`src/rtl/fetch_pkg.sv`:
```
// Shared types and helpers for the warp fetch stage.
// Widths are maxima; each port zero-extends its own warp count and PC width.
package fetch_pkg;

  localparam int NUM_WARPS_DEF = 8;
  localparam int WARP_IDX_W    = $clog2(NUM_WARPS_DEF);
  localparam int MAX_WARPS     = 64;
  localparam int MAX_ADDR_W    = 64;

  typedef struct packed {
    logic                  valid;
    logic [MAX_ADDR_W-1:0] pc;
    logic [MAX_WARPS-1:0]  warp;
  } fetch_stage_t;

  function automatic logic is_onehot(input logic [MAX_WARPS-1:0] v);
    return (v != '0) && ((v & (v - MAX_WARPS'(1))) == '0);
  endfunction

  // One bit of a packed PC select: col[w] holds bit b of warp w's PC.
  function automatic logic onehot_mux(input logic [MAX_WARPS-1:0] sel,
                                      input logic [MAX_WARPS-1:0] col);
    return |(sel & col);
  endfunction

endpackage

```
`src/rtl/warp_fetch_pipe_if.sv`:
```
// Scheduler / I-cache / decode signals of the multi-port fetch stage.
interface warp_fetch_pipe_if #(
  parameter int NUM_WARPS = 8,
  parameter int NUM_PORTS = 2,
  parameter int ADDR_W    = 32,
  parameter int IDX_W     = 12
);
  logic [NUM_WARPS*ADDR_W-1:0]  pc_in;
  logic [NUM_PORTS*NUM_WARPS-1:0] grant;
  logic [NUM_WARPS-1:0]         flush;
  logic [NUM_PORTS*NUM_WARPS-1:0] issue_accept;
  logic [NUM_PORTS-1:0]         icache_en;
  logic [NUM_PORTS*IDX_W-1:0]   icache_addr;
  logic [NUM_PORTS*32-1:0]      icache_rdata;
  logic [NUM_PORTS-1:0]         out_valid;
  logic [NUM_PORTS-1:0]         out_ready;
  logic [NUM_PORTS*32-1:0]      out_instr;
  logic [NUM_PORTS*ADDR_W-1:0]  out_pc;
  logic [NUM_PORTS*NUM_WARPS-1:0] out_warp;

  modport master (
    output pc_in, grant, flush, icache_rdata, out_ready,
    input  issue_accept, icache_en, icache_addr, out_valid, out_instr, out_pc, out_warp
  );

  modport slave (
    input  pc_in, grant, flush, icache_rdata, out_ready,
    output issue_accept, icache_en, icache_addr, out_valid, out_instr, out_pc, out_warp
  );
endinterface

```
`src/rtl/fetch_port_pipe.sv`:
```
// One fetch port: warp PC select, I-cache request and ICACHE_LAT-deep tracking pipe.
module fetch_port_pipe
  import fetch_pkg::*;
#(
  parameter int NUM_WARPS  = 8,
  parameter int ADDR_W     = 32,
  parameter int IDX_W      = 12,
  parameter int ICACHE_LAT = 2
) (
  input  logic                        clk,
  input  logic                        rst_n,
  input  logic [NUM_WARPS*ADDR_W-1:0] pc_in,
  input  logic [NUM_WARPS-1:0]        grant,
  input  logic [NUM_WARPS-1:0]        flush,
  input  logic                        out_ready,
  input  logic [31:0]                 icache_rdata,
  output logic [NUM_WARPS-1:0]        issue_accept,
  output logic                        icache_en,
  output logic [IDX_W-1:0]            icache_addr,
  output logic                        out_valid,
  output logic [31:0]                 out_instr,
  output logic [ADDR_W-1:0]           out_pc,
  output logic [NUM_WARPS-1:0]        out_warp
);

  fetch_stage_t         stage_q [ICACHE_LAT];
  fetch_stage_t         stage_d [ICACHE_LAT];
  fetch_stage_t         fresh;
  fetch_stage_t         tail;
  logic [MAX_WARPS-1:0] grant_x;
  logic [MAX_WARPS-1:0] flush_x;
  logic [MAX_WARPS-1:0] pc_col;
  logic [ADDR_W-1:0]    sel_pc;
  logic                 grant_ok;
  logic                 stall;
  logic                 unused_tail;

  assign grant_x  = MAX_WARPS'(grant);
  assign flush_x  = MAX_WARPS'(flush);
  assign grant_ok = is_onehot(grant_x);
  assign tail     = stage_q[ICACHE_LAT-1];

  assign out_valid   = tail.valid;
  assign out_pc      = ADDR_W'(tail.pc);
  assign out_warp    = NUM_WARPS'(tail.warp);
  assign out_instr   = icache_rdata;
  assign unused_tail = ^{tail.pc, tail.warp};

  assign stall     = out_valid & ~out_ready;
  assign icache_en = ~stall;

  // A malformed grant still drives warp 0's PC so the cache address stays defined.
  always_comb begin
    sel_pc = '0;
    pc_col = '0;
    for (int b = 0; b < ADDR_W; b++) begin
      pc_col = '0;
      for (int w = 0; w < NUM_WARPS; w++) pc_col[w] = pc_in[w*ADDR_W + b];
      sel_pc[b] = grant_ok ? onehot_mux(grant_x, pc_col) : pc_in[b];
    end
  end

  assign issue_accept = (grant_ok && !stall) ? (grant & ~flush) : '0;
  assign icache_addr  = IDX_W'(sel_pc - ADDR_W'(4));

  assign fresh = '{valid: |issue_accept, pc: MAX_ADDR_W'(sel_pc), warp: grant_x};

  // Flush is applied after the hold/advance choice so it wins over both.
  always_comb begin
    stage_d[0] = stall ? stage_q[0] : fresh;
    for (int s = 1; s < ICACHE_LAT; s++) stage_d[s] = stall ? stage_q[s] : stage_q[s-1];
    for (int s = 0; s < ICACHE_LAT; s++)
      if (|(stage_d[s].warp & flush_x)) stage_d[s].valid = 1'b0;
  end

  always_ff @(posedge clk) begin
    if (!rst_n) begin
      for (int s = 0; s < ICACHE_LAT; s++) stage_q[s] <= '0;
    end else begin
      for (int s = 0; s < ICACHE_LAT; s++) stage_q[s] <= stage_d[s];
    end
  end

endmodule

```
`src/rtl/warp_fetch_pipe.sv`:
```
// Multi-port SIMT instruction fetch: NUM_PORTS independent fetch_port_pipe instances.
module warp_fetch_pipe
  import fetch_pkg::*;
#(
  parameter int NUM_WARPS  = NUM_WARPS_DEF,
  parameter int NUM_PORTS  = 2,
  parameter int ADDR_W     = 32,
  parameter int IDX_W      = 12,
  parameter int ICACHE_LAT = 2
) (
  input logic              clk,
  input logic              rst_n,
  warp_fetch_pipe_if.slave bus
);

  for (genvar p = 0; p < NUM_PORTS; p++) begin : g_port
    fetch_port_pipe #(
      .NUM_WARPS  (NUM_WARPS),
      .ADDR_W     (ADDR_W),
      .IDX_W      (IDX_W),
      .ICACHE_LAT (ICACHE_LAT)
    ) u_port (
      .clk          (clk),
      .rst_n        (rst_n),
      .pc_in        (bus.pc_in),
      .grant        (bus.grant[p*NUM_WARPS +: NUM_WARPS]),
      .flush        (bus.flush),
      .out_ready    (bus.out_ready[p]),
      .icache_rdata (bus.icache_rdata[p*32 +: 32]),
      .issue_accept (bus.issue_accept[p*NUM_WARPS +: NUM_WARPS]),
      .icache_en    (bus.icache_en[p]),
      .icache_addr  (bus.icache_addr[p*IDX_W +: IDX_W]),
      .out_valid    (bus.out_valid[p]),
      .out_instr    (bus.out_instr[p*32 +: 32]),
      .out_pc       (bus.out_pc[p*ADDR_W +: ADDR_W]),
      .out_warp     (bus.out_warp[p*NUM_WARPS +: NUM_WARPS])
    );
  end

endmodule
```
`src/flat_wrapper.sv`:
```
// flat-port wrapper written by rule: the top's interface ports become plain ports
module warp_fetch_pipe_flat import fetch_pkg::*;
#(
  parameter int NUM_WARPS  = NUM_WARPS_DEF,
  parameter int NUM_PORTS  = 2,
  parameter int ADDR_W     = 32,
  parameter int IDX_W      = 12,
  parameter int ICACHE_LAT = 2
)
  (clk, rst_n, bus_pc_in, bus_grant, bus_flush, bus_icache_rdata, bus_out_ready, bus_issue_accept, bus_icache_en, bus_icache_addr, bus_out_valid, bus_out_instr, bus_out_pc, bus_out_warp);
  warp_fetch_pipe_if #(.NUM_WARPS(NUM_WARPS), .NUM_PORTS(NUM_PORTS), .ADDR_W(ADDR_W), .IDX_W(IDX_W)) bus_i ();
  input logic clk;
  input logic rst_n;
  input wire logic [$bits(bus_i.pc_in)-1:0] bus_pc_in;
  input wire logic [$bits(bus_i.grant)-1:0] bus_grant;
  input wire logic [$bits(bus_i.flush)-1:0] bus_flush;
  input wire logic [$bits(bus_i.icache_rdata)-1:0] bus_icache_rdata;
  input wire logic [$bits(bus_i.out_ready)-1:0] bus_out_ready;
  output wire logic [$bits(bus_i.issue_accept)-1:0] bus_issue_accept;
  output wire logic [$bits(bus_i.icache_en)-1:0] bus_icache_en;
  output wire logic [$bits(bus_i.icache_addr)-1:0] bus_icache_addr;
  output wire logic [$bits(bus_i.out_valid)-1:0] bus_out_valid;
  output wire logic [$bits(bus_i.out_instr)-1:0] bus_out_instr;
  output wire logic [$bits(bus_i.out_pc)-1:0] bus_out_pc;
  output wire logic [$bits(bus_i.out_warp)-1:0] bus_out_warp;
  assign bus_i.pc_in = bus_pc_in;
  assign bus_i.grant = bus_grant;
  assign bus_i.flush = bus_flush;
  assign bus_i.icache_rdata = bus_icache_rdata;
  assign bus_i.out_ready = bus_out_ready;
  assign bus_issue_accept = bus_i.issue_accept;
  assign bus_icache_en = bus_i.icache_en;
  assign bus_icache_addr = bus_i.icache_addr;
  assign bus_out_valid = bus_i.out_valid;
  assign bus_out_instr = bus_i.out_instr;
  assign bus_out_pc = bus_i.out_pc;
  assign bus_out_warp = bus_i.out_warp;
  warp_fetch_pipe #(.NUM_WARPS(NUM_WARPS), .NUM_PORTS(NUM_PORTS), .ADDR_W(ADDR_W), .IDX_W(IDX_W), .ICACHE_LAT(ICACHE_LAT)) u_core (.clk(clk), .rst_n(rst_n), .bus(bus_i));
endmodule
```
`config.mk`:
```
export PLATFORM = sky130hd
export DESIGN_NAME = warp_fetch_pipe_flat
export DESIGN_NICKNAME = d
export VERILOG_FILES = /design/src/rtl/fetch_pkg.sv /design/src/rtl/warp_fetch_pipe_if.sv /design/src/rtl/fetch_port_pipe.sv /design/src/rtl/warp_fetch_pipe.sv /design/src/flat_wrapper.sv
export SDC_FILE = /design/constraint.sdc
export NUM_CORES = 1
export LEC_CHECK = 0
export CAP_MARGIN = 10
export CORE_AREA = 2 2 207 209
export CTS_CLUSTER_DIAMETER = 120
export CTS_CLUSTER_SIZE = 28
export DETAILED_ROUTE_END_ITERATION = 12
export DIE_AREA = 0 0 209 211
export SYNTH_ARGS = -nofsm -noshare
export SYNTH_HDL_FRONTEND = slang
export SYNTH_SLANG_ARGS = --single-unit
```
`constraint.sdc`:
```
create_clock -name clk -period 6.2 [get_ports clk]
set_input_delay 1.24 -clock clk [delete_from_list [all_inputs] [get_ports clk]]
set_output_delay 1.24 -clock clk [all_outputs]
set_load 0.02 [all_outputs]
```
==> results.yml <==
run_status:
  outcome: "finished clean"
timing:
  rsz0062_at_grt: "no"
  fmax_mhz: 170
  finalSetupViolCount: 0
  slew_viol_final: 0
  tns_ns: 0
  fin_crit_sh: 0.951
  finalHoldViolations: 0
  period_minus_slack_ns: 5.90
  maxSlewHeadroom: 0.351
  whs_ns: 0.451
  finClkSkew_ns: 0.00957
  worst_pin_slew_ns: 0.974
die:
  start_util: 0.256
  fp.coreArea_sq_um: 41800
  rows: 75
  dieArea_sq_um: 44100
  die_w_um: 209
  fp.dieH_um: 211
  ios: 536
logic_synthesis:
  synth_ff_type: "dfxtp_1"
  ys_top_cells_by_area: "dfxtp_1, buf_4, a22oi_1, nand2_1, a222oi_1"
  ys_warn_count: 0
  synth_seq_area_share: 0.307
  ys_seq_elements: 164
  synth_area_leader_cell: "dfxtp_1"
  syn_nets: 1724
  netlist_instances: 1374
  synth_top_area_frac: 0.307
  synth_edf_count: 0
  synth_area_per_cell_sq_um: 7.79
  syn-cell-area_sq_um: 10700
  synthArstFlopShare: 0
  ys_types: 61
place:
  hpwl_um: 42600
  place_congestion: 0.932
  placed_cells: 2084
  numPortBuffers: 407
critical_path:
  critPathLaunch: "bus_grant[8]"
  crit_path_max_incr_delay_ns: 0.71
  end_kind: "output pin"
  critPathKind: "input port to output pin"
  cp-start-kind: "input port"
  r2r_cells: 7
  cp_cell_sequence: "clkdlybuf4s50_1 > inv_1 > o21ai_1 > nor2_4 > a22oi_1 > ha_1 > inv_1 > a221o_1 > nand4b_1 > xnor2_1 > clkdlybuf4s50_1"
  critPathCapture: "bus_icache_addr[22]"
  crit_buf_inv: 4
  reg2reg_slack_ns: 3.22
  crit_fanout: 8
  cp.required_ns: 4.96
  r2r-end: "u_core.g_port[1].u_port.stage_q[0][128]"
  path_depth: 11
  cpLargestDelayFamily: "buffers and inverters"
  regToRegStartpoint: "u_core.g_port[1].u_port.stage_q[0][257]"
  cp.arrival_ns: 4.66
  cp_slowest_cell: "clkdlybuf4s50_1"
route:
  drc_errors: 0
  dr.first_iter.drc_count: 1776
  totalWireLength_um: 56300
  dr.pass1.iters: 7
  vias: 12200
  wl_per_cell_um: 26.5
  drtAntennaViolNets: 0
  routed_via_density: 5.76
cts:
  cts_tree: "yes"
  cts_hold_buf: 0
  clockRootBuffer: "clkbuf_16"
  clk_latency_ns: 0.45
  htree_levels: 4
  clock_path_buffers: 2
  post-cts-setup-buffer-count: 0
  cts_sinks: 164
  cts-resized-gates: 0
  cts_made_buffers: 17
  clkSlewWorstSetupHoldPaths_ns: 0.07
final_layout:
  largest_reg_flops: 164
  multiInputGateArea_sq_um: 5710
  regArea_sq_um: 3280
  final_nets: 1914
  largest-register: "u_core.g_port.u_port.stage_q"
  fin_cells: 2120
  syn_to_final_growth_pct: 36.8
  reg.largest.list: "u_core.g_port.u_port.stage_q x164"
  layout-drive-gt1-share: 0.0679
  fill_cells: 4338
grt:
  grt_pass1_wl_um: 80600
  grt_antenna_before_repair: 7
  grt_pass1_vias: 11900
  grt.total_usage: 0.248
  grt_overflow: 0
  grt_max_degree: 116
flow_run:
  maxCapViolations: 0
power_and_ir_drop:
  power_density_nw_per_um2: 208
  p_leak_nw: 5.22
  ir_drop_uv: 150
worst_hold_path:
  hp-start: "u_core.g_port[1].u_port.stage_q[0][212]"
  hp-class: "flop to flop"
## worst min-delay path by stage
stage | end | cells after the start
2_1_floorplan | u_core.g_port[0].u_port.stage_q[0][67] | 2
3_3_place_gp | u_core.g_port[0].u_port.stage_q[0][221] | 2
4_1_cts | u_core.g_port[0].u_port.stage_q[0][210] | 2
6_report | u_core.g_port[1].u_port.stage_q[0][212] | 2
5_1_grt | u_core.g_port[0].u_port.stage_q[0][73] | 2
3_5_place_dp | u_core.g_port[0].u_port.stage_q[0][209] | 2
## metrics by stage
| step | cell area, sq um | util | power, W | worst slack (ns) |
|---|---|---|---|---|
| 6_report | 14700 | 0.351 | 0.00304 | 0.302 |
| 5_1_grt | 14700 | 0.351 | 0.00316 | 0.0614 |
| 2_1_floorplan | 10700 | - | 0.00159 | 1.06 |
| 3_3_place_gp | 14000 | 0.336 | 0.00193 | 0.441 |
| 4_1_cts | 14600 | 0.351 | 0.00306 | 0.358 |
| 3_5_place_dp | 14000 | 0.336 | 0.00194 | 0.361 |
## logic make-up after synthesis
logic type | synth area share
xor+xnor | 0.0139
flops | 0.307
simple gates | 0.196
compound gates | 0.285
buf+inv | 0.161
fa+ha+maj | 0.00234
mux | 0.0351
## cell type report
cell class	instances	share of cell area
Antenna cell	4	0.000683
Clock buffer	20	0.0319
Clock inverter	12	0.00991
Inverter	18	0.00495
Multi-Input combinational cell	918	0.390
Sequential cell	164	0.224
Tap cell	539	0.0460
Timing Repair Buffer	445	0.293
## Yosys cell counts, drive strengths merged (4+ instances only)
library cell / count
dfxtp: 164
a22oi: 154
nor3b: 5
a221oi: 40
or2: 5
o221ai: 4
a21oi: 81
o21a: 9
nand4b: 6
inv: 17
nand2: 166
a211oi: 7
o211ai: 10
or3: 9
nand4: 22
a22o: 20
nor2: 121
nor2b: 8
clkbuf: 77
nor3: 51
nor4: 4
xor2: 6
o21ai: 7
nand3: 49
xnor2: 11
a222oi: 47
o22ai: 14
mux2i: 36
buf: 197
## cell usage in the layout, fill, tap and decap left out, types with 3 or more instances in the layout
| cell | n |
|---|---|
| clkinv_2 | 3 |
| xnor2_1 | 11 |
| o221ai_1 | 4 |
| a21oi_1 | 81 |
| buf_2 | 14 |
| nor2_1 | 119 |
| a222oi_1 | 47 |
| o31ai_1 | 3 |
| o21a_1 | 9 |
| mux2i_1 | 36 |
| a22oi_1 | 154 |
| buf_4 | 39 |
| inv_1 | 15 |
| o211ai_1 | 10 |
| nand2_1 | 166 |
| or4_1 | 3 |
| nor2b_1 | 6 |
| a22o_1 | 20 |
| a211oi_1 | 6 |
| xor2_1 | 6 |
| dfxtp_1 | 164 |
| nand4_1 | 21 |
| a221oi_1 | 40 |
| diode_2 | 4 |
| clkbuf_16 | 17 |
| o21ai_0 | 4 |
| inv_6 | 4 |
| or3_1 | 9 |
| or2_2 | 5 |
| clkbuf_8 | 3 |
| clkdlybuf4s50_1 | 392 |
| nor4_4 | 3 |
| nor3_1 | 50 |
| nand3_1 | 49 |
| o22ai_1 | 14 |
| nor3b_1 | 4 |
| nand4b_1 | 6 |
## report_power, final
group / internal [W] / total (W) / switching [W]
Clock: 0.000634 / 0.00111 / 0.000481
Sequential: 0.00111 / 0.00114 / 0.0000300
Combinational: 0.000366 / 0.000785 / 0.000420
Total: 0.00211 / 0.00304 / 0.000930
## worst register-to-register path: cells and delay by family, from the launching register on
family	cells	cell delay [ns]
compound gates	3	0.63
buf+inv	1	0.69
simple gates	3	1.20
flops	1	0.33
## routing by layer
| layer | vias to the layer above | track usage | share of wire |
|---|---|---|---|
| li1 | 5370 | - | - |
| met1 | 5838 | 0.312 | 0.41 |
| met2 | 833 | 0.394 | 0.46 |
| met3 | 172 | 0.0633 | 0.091 |
| met4 | 6 | 0.127 | 0.041 |
| met5 | - | 0 | 0.00060 |
(Power assumes the default switching activity.)
